**config.mk**
```make
export PLATFORM = sky130hd
export DESIGN_NAME = uart_tx_fifo
export DESIGN_NICKNAME = d
export VERILOG_FILES = /design/src/rtl/uart_tx_fifo.sv
export SDC_FILE = /design/constraint.sdc
export NUM_CORES = 1
export LEC_CHECK = 0
export ABC_AREA = 1
export CAP_MARGIN = 5
export CORE_UTILIZATION = 50
export DETAILED_ROUTE_END_ITERATION = 12
export PLACE_DENSITY = 0.69
export REMOVE_ABC_BUFFERS = 1
export SLEW_MARGIN = 5
export SYNTH_ARGS = -nofsm -noshare
export SYNTH_HDL_FRONTEND = slang
export SYNTH_SLANG_ARGS = --single-unit
```
**constraint.sdc**
```tcl
create_clock -name i_clk -period 3.5 [get_ports i_clk]
set_clock_uncertainty 0.05 [all_clocks]
set_input_delay 0.7 -clock i_clk [delete_from_list [all_inputs] [get_ports i_clk]]
set_output_delay 0.7 -clock i_clk [all_outputs]
set_load 0.01 [all_outputs]
```
**src/rtl/uart_tx_fifo.sv**
```systemverilog
// rtl/uart_tx_fifo.sv - CPU-fed transmit FIFO that drains bytes into the uart bus port
module uart_tx_fifo #(
    parameter int DEPTH_LOG2 = 4
) (
    input  logic       i_clk,
    input  logic       i_reset,
    input  logic [7:0] i_dat,
    output logic [7:0] o_dat,
    input  logic       i_addr,
    input  logic       i_we,
    input  logic       i_cyc,
    output logic [7:0] o_uart_dat,
    input  logic [7:0] i_uart_dat,
    output logic       o_uart_addr,
    output logic       o_uart_we,
    output logic       o_uart_cyc,
    output logic       o_int
);

    localparam int DEPTH = 1 << DEPTH_LOG2;
    localparam logic [DEPTH_LOG2:0] DEPTH_CNT = (DEPTH_LOG2 + 1)'(DEPTH);

    typedef enum logic [1:0] {
        ST_IDLE,
        ST_POLL,
        ST_WRITE,
        ST_GAP
    } state_t;

    state_t                state;
    logic [7:0]            mem [DEPTH];
    logic [DEPTH_LOG2-1:0] wr_ptr;
    logic [DEPTH_LOG2-1:0] rd_ptr;
    logic [DEPTH_LOG2:0]   count;
    logic                  ovf;

    logic push_req;
    logic status_rd;
    logic pop;
    logic push;
    logic full;
    logic empty;
    logic busy;
    logic tx_active;
    logic unused_uart_bits;

    assign push_req  = i_cyc & i_we & ~i_addr;
    assign status_rd = i_cyc & ~i_we & i_addr;
    assign full      = (count == DEPTH_CNT);
    assign empty     = (count == '0);
    assign pop       = (state == ST_WRITE);
    // Fullness is judged after the same-cycle pop, so a push during WRITE is never lost.
    assign push      = push_req & (~full | pop);
    assign busy      = (state != ST_IDLE) | ~empty;
    assign tx_active = i_uart_dat[2];
    assign unused_uart_bits = ^{i_uart_dat[7:3], i_uart_dat[1:0]};

    always_ff @(posedge i_clk) begin
        if (push) begin
            mem[wr_ptr] <= i_dat;
        end
    end

    always_ff @(posedge i_clk) begin
        if (i_reset) begin
            wr_ptr <= '0;
            rd_ptr <= '0;
            count  <= '0;
            ovf    <= 1'b0;
        end else begin
            if (push) begin
                wr_ptr <= wr_ptr + 1'b1;
            end
            if (pop) begin
                rd_ptr <= rd_ptr + 1'b1;
            end
            case ({push, pop})
                2'b10:   count <= count + 1'b1;
                2'b01:   count <= count - 1'b1;
                default: count <= count;
            endcase
            if (push_req & ~push) begin
                ovf <= 1'b1;
            end else if (status_rd) begin
                ovf <= 1'b0;
            end
        end
    end

    always_ff @(posedge i_clk) begin
        if (i_reset) begin
            state <= ST_IDLE;
        end else begin
            case (state)
                ST_IDLE:  if (!empty) state <= ST_POLL;
                ST_POLL:  if (!tx_active) state <= ST_WRITE;
                ST_WRITE: state <= ST_GAP;
                // One quiet cycle lets the uart raise tx-active before the next poll.
                ST_GAP:   state <= ST_IDLE;
                default:  state <= ST_IDLE;
            endcase
        end
    end

    always_comb begin
        o_dat = 8'd0;
        if (i_addr) begin
            o_dat = {4'd0, busy, ovf, empty, full};
        end else begin
            o_dat = 8'(count);
        end
    end

    assign o_uart_cyc  = (state == ST_POLL) | (state == ST_WRITE);
    assign o_uart_we   = (state == ST_WRITE);
    assign o_uart_addr = (state == ST_POLL);
    assign o_uart_dat  = (state == ST_WRITE) ? mem[rd_ptr] : 8'd0;
    assign o_int       = empty & (state == ST_IDLE);

endmodule

```
==> metrics <==
Crit Path Class=reg -> out; initial core utilization=0.518; Root Driver=clkbuf_16; post-synthesis cell area=6620 um2; Pwr Density=611 nW/um2; Setup crit end kind=primary output; Buffers on Ports=30; total placed cells including tap cells=875; CTS H-tree depth=4; Vias=4662; top-level I/O count=41; max-cap viol count=0; global-route wire length before repair=21500 um; sequential share of the synthesized area=0.641; post-route ant nets=0; reg-to-reg endpoint=mem[0][5]; share of cells above drive strength 1=0.0762; R2R setup slack=1.15 ns; DR pass1 iterations=5; WL per Instance=15.0 um; number of global-route vias before repair=4344; f_max=314 MHz; post_cts resized=0; Hold WC Path Type=reg -> reg; DR vias/cell=5.14; post-synth top area cell=edfxtp_1; Die ar.=13700 um2; Yosys Warn Count=0; Fin. Hold Viols=0; Critical Path AT=2.43 ns; startpoint type of the worst setup path=register; hold path start=rd_ptr[3]; Critical Path RT=2.75 ns; post-synthesis instance total=680; slew of the pin with the lowest slew margin=0.647 ns; Final Critical Period=3.18 ns; slowest CP cell=clkdlybuf4s50_1; fin nets=755; share of the synthesized area in the top cell type=0.580; status=finished clean; GRT Total Usage=0.218; Final TNS setup=0 ns; Seq cells post-synth=148; final period utilization=0.910; Max clock buf depth=2; initial DRC count=348; Layout area overhead=16.1%; RSZ-0062 raised after global routing=false; pin count of the biggest net entering global routing=65; Core Area=12800 um2; # DRC=0; critical path's largest stage delay=0.59 ns; setup bufs post-CTS=0; Rows=41; r2r startpoint=state[0]; max-slew violation count=0; syn avg cell area=9.74 um2; CP max FO=28; GRT overflow=0; Synth area leaders=edfxtp_1, nand2_1, nand3_1; clk slew on worst S/H paths=0.06 ns; # clock sinks=148; die height=117 um; WL final=13600 um; Synth cell types=26; worst path cell trace=inv_2 -> nand3_1 -> nand3_1 -> nand3_1 -> a21oi_1 -> clkdlybuf4s50_1; detailed placement HPWL=8440 um; Reg2Reg Depth=9; Peak supply drop=0.000423 V; fin cells=907; antenna violations before repair=0; GPL Wtd Cong=0.834; CTS Hold Bufs=0; Worst slew margin=0.568; worst-skew pair later-pin latency=0.41 ns; CTS tree=built; endpoints failing setup=0; antenna cells=0; most used cell, CP=nand3_1; Chip Width=117 um; hold path depth=1; CTS buffer count=17; leakage=3.18 nW
==> sequential cells by signal (all words and copies together) (netlist names), named ones only <==
signal  flops
count       5
mem       128
ovf         1
rd_ptr      4
state       2
wr_ptr      4
==> worst max-delay path: cells and delay by family, from the launching register on <==
family          cells  cell delay, ns
compound gates      1            0.29
buf+inv             2            1.03
flops               1            0.32
simple gates        3            0.38
==> stage by stage <==
stage	power [mW]	setup slack [ns]	util	cell area (um2)	hold WS, ns
3_3_place_gp	3.00	0.627	0.559	7140	0.384
6_report	4.70	0.316	0.602	7690	0.391
5_1_grt	4.93	0.172	0.602	7690	0.420
4_1_cts	4.73	0.327	0.602	7690	0.398
3_5_place_dp	3.03	0.620	0.559	7140	0.395
2_1_floorplan	2.64	0.114	-	6440	0.362
==> synth_stat cells <==
| library cell | instances |
|---|---|
| inv_1 | 86 |
| dfxtp_1 | 20 |
| nand3b_1 | 1 |
| xor2_1 | 1 |
| o21ai_0 | 13 |
| buf_4 | 6 |
| nor2_1 | 35 |
| nand2_1 | 230 |
| fa_1 | 1 |
| a21oi_1 | 19 |
| o21ai_1 | 1 |
| conb_1 | 1 |
| buf_2 | 15 |
| o21a_1 | 1 |
| inv_2 | 6 |
| xnor2_1 | 2 |
| clkbuf_1 | 3 |
| nand3_1 | 87 |
| nand3_2 | 1 |
| nor3_1 | 3 |
| edfxtp_1 | 128 |
| buf_6 | 5 |
| nand2_2 | 2 |
| ha_1 | 11 |
| buf_1 | 1 |
| nand4_1 | 1 |
==> cell families after synthesis <==
group | count (synthesis) | synth area share
flops | 148 | 0.641
buf+inv | 122 | 0.0810
other cells | 1 | 0.000566
xor+xnor | 3 | 0.00397
compound gates | 34 | 0.0261
simple gates | 360 | 0.224
fa+ha+maj | 12 | 0.0238
==> layout by cell type (no fill, tap or decap), types with 2 or more instances in the layout <==
| cell | Yosys | routed |
|---|---|---|
| a21oi_1 | 19 | 19 |
| buf_12 | 0 | 2 |
| buf_4 | 6 | 19 |
| bufinv_16 | 0 | 2 |
| clkbuf_1 | 3 | 7 |
| clkbuf_16 | 0 | 17 |
| clkdlybuf4s50_1 | 0 | 30 |
| clkinv_2 | 0 | 5 |
| conb_1 | 1 | 3 |
| dfxtp_1 | 20 | 19 |
| edfxtp_1 | 128 | 128 |
| ha_1 | 11 | 11 |
| inv_1 | 86 | 86 |
| inv_2 | 6 | 6 |
| nand2_1 | 230 | 230 |
| nand2_2 | 2 | 2 |
| nand3_1 | 87 | 87 |
| nor2_1 | 35 | 35 |
| nor3_1 | 3 | 3 |
| o21ai_0 | 13 | 13 |
| xnor2_1 | 2 | 2 |
==> metal layers <==
layer	global-route usage	vias up	share of wire
met1	0.271	2204	0.43
li1	-	2284	-
met5	0	-	0
met4	0.0970	0	0.021
met3	0.0582	25	0.062
met2	0.360	149	0.48
==> worst max-delay path by stage <==
stage             start       endpoint  slack, ns  depth (start not counted)
3_3_place_gp     i_addr       o_dat[0]       0.63                          4
6_report       register  o_uart_dat[7]       0.32                          6
4_1_cts        register  o_uart_dat[4]       0.33                          7
5_1_grt        register  o_uart_dat[6]       0.17                          9
3_5_place_dp     i_addr       o_dat[0]       0.62                          4
2_1_floorplan  register  o_uart_dat[2]       0.11                          6
==> report_power, final <==
part	switching, mW	internal [mW]	leakage [nW]
clock	0.636	1.06	0.273
combinational	0.634	0.366	1.60
sequential	0.0372	1.96	1.31
==> area by class of cell <==
type / count / area (um2)
repair buffers: 51 / 483
clock inverters: 7 / 85.1
multi-input cells: 412 / 1850
clock buffers: 25 / 465
well taps: 172 / 215
fillers: 1059 / 5080
inverters: 92 / 345
flip-flops and latches: 148 / 4250
Power figures use the tool's default switching activity.
==> edit (same flow settings) <==
One comparison of `count` changes from == to >=.
--- a/src/rtl/uart_tx_fifo.sv
+++ b/src/rtl/uart_tx_fifo.sv
@@ -46,7 +46,7 @@
 
     assign push_req  = i_cyc & i_we & ~i_addr;
     assign status_rd = i_cyc & ~i_we & i_addr;
-    assign full      = (count == DEPTH_CNT);
+    assign full      = (count >= DEPTH_CNT);
     assign empty     = (count == '0);
     assign pop       = (state == ST_WRITE);
     // Fullness is judged after the same-cycle pop, so a push during WRITE is never lost.
Behaviour: same outputs for any inputs over 10 cycles, from zero or initial values and one cycle with i_reset high; that may be too few to reach the edited logic, so the function may still have changed.
==> edit against the unedited design <==
  * Routed wire length is 1.1% lower
  * Sequential power is 2% higher
  * Power is 6.4% higher
  * Count of clock-buffer cells in the layout is 5 lower
  * Maximum frequency is 5.4% lower
  * Worst setup slack worse by 180 ps
  * Sequential share of layout area is 2.7 points higher
  * Cell count is 21% lower
  * Sequential cell count stayed put
  * Design area is 4.7% lower
  * Die area is 7.0% lower
  * Area after synthesis is 7.1% lower
  * Critical path depth is 1 higher
  * Critical endpoint is now o_uart_dat[0]
==> edit: results (changes against the unedited design) <==
- Adder-Cell Fraction of Synth Area: 2.03% (-0.35 points)
- Final net count: 587 (-22%)
- Share of cells above drive strength 1: 12.7% (+5.0 points)
- Least-Margin Pin Slew: 732 ps (+84.8 ps)
- Post-detail-place hpwl: 8340 um (-1.1%)
- Synth Area in Compound Gates: 14.2% (+12 points)
- Yosys cell types: 34 (+31%)
- Routability Congestion: 0.808 (-3.2%)
- Worst Path Arrival: 2620 ps (+190 ps)
- Max stage delay on crit path: 570 ps (-20 ps)
- Max IR drop VDD: 0.000354 V (-16%)
- Post-CTS Resized: 1 (+1)
- Largest net degree at the start of global routing: 41 (-37%)
- Global-route wire length before repair: 21,300 um (-0.71%)
- CP max FO: 32 (+14%)
- Vias in the first global route: 4,066 (-6.4%)
- Synthesized instance count: 510 (-25%)
- Post-Place Cells: 684 (-22%)
- Outcome: complete, no violations
- Post-synth top cells: edfxtp_1 (128), nor2_1 (87), o21ai_0 (76)
- Non-filler cells, final: 716 (-21%)
- First-pass DRT Iterations: 6 (+1)
- Vias per std cell: 5.82 (+13%)
- Reg2reg path depth: 7 (-2)
- All-Layer GR Usage: 22.7% (+0.91 points)
- Average wire per standard cell: 18.8 um (+25%)
==> edit: area by class of cell <==
class	count	area (um^2)
Clock buffer	20	447
Clock inverter	12	186
Inverter	29	111
Timing Repair Buffer	54	493
Sequential cell	148	4250
Tap cell	147	184
Fill cell	919	4680
Multi-Input combinational cell	306	1660
==> edit: metal layers <==
layer,up-vias,part of all wire (%),global-route usage (%)
met3,28,7.2,5.03
li1,1961,-,-
met4,0,2.8,10.3
met1,2011,42,28.9
met2,168,48,37.6
met5,-,0,0
==> edit: worst max-delay path: cells and delay by family, from the launching register on <==
kind                   cells  cell delay, ps
AO/OA/AOI/OAI              3             650
buffers and inverters      3             930
flip-flops                 1             460
AND/OR/NAND/NOR            1             140
==> edit: kinds of logic after synthesis <==
kind of cell | Yosys count
DFF | 148
buffers and inverters | 58
AOI/OAI and AO/OA | 144
and+or+nand+nor | 149
adders and majority gates | 10
other | 1
==> edit: power groups by stage <==
stage          clock network, mW  registers [mW]  logic (mW)
2_1_floorplan                  0            2.09       0.563
3_3_place_gp                   0            2.07       0.982
3_5_place_dp                   0            2.08        1.02
4_1_cts                     1.95            2.04        1.03
5_1_grt                     2.02            2.05        1.15
6_report                    1.93            2.04        1.03
==> edit: final timing paths <==
check,end,slack (ps),from
max,o_uart_dat[0],130,flip-flop
min,rd_ptr[3],420,rd_ptr[3]
max reg2reg,mem[8][0],1010,state[0]
min reg2reg,rd_ptr[3],420,rd_ptr[3]
==> edit: per-stage QoR <==
stage	hold slack, ps	setup WS, ps	instance area (um^2)
after global placement	380	415	6690
after global routing	432	30.2	7330
after floorplan	363	566	6020
after CTS	416	176	7330
final	417	135	7330
after detailed placement	402	384	6690
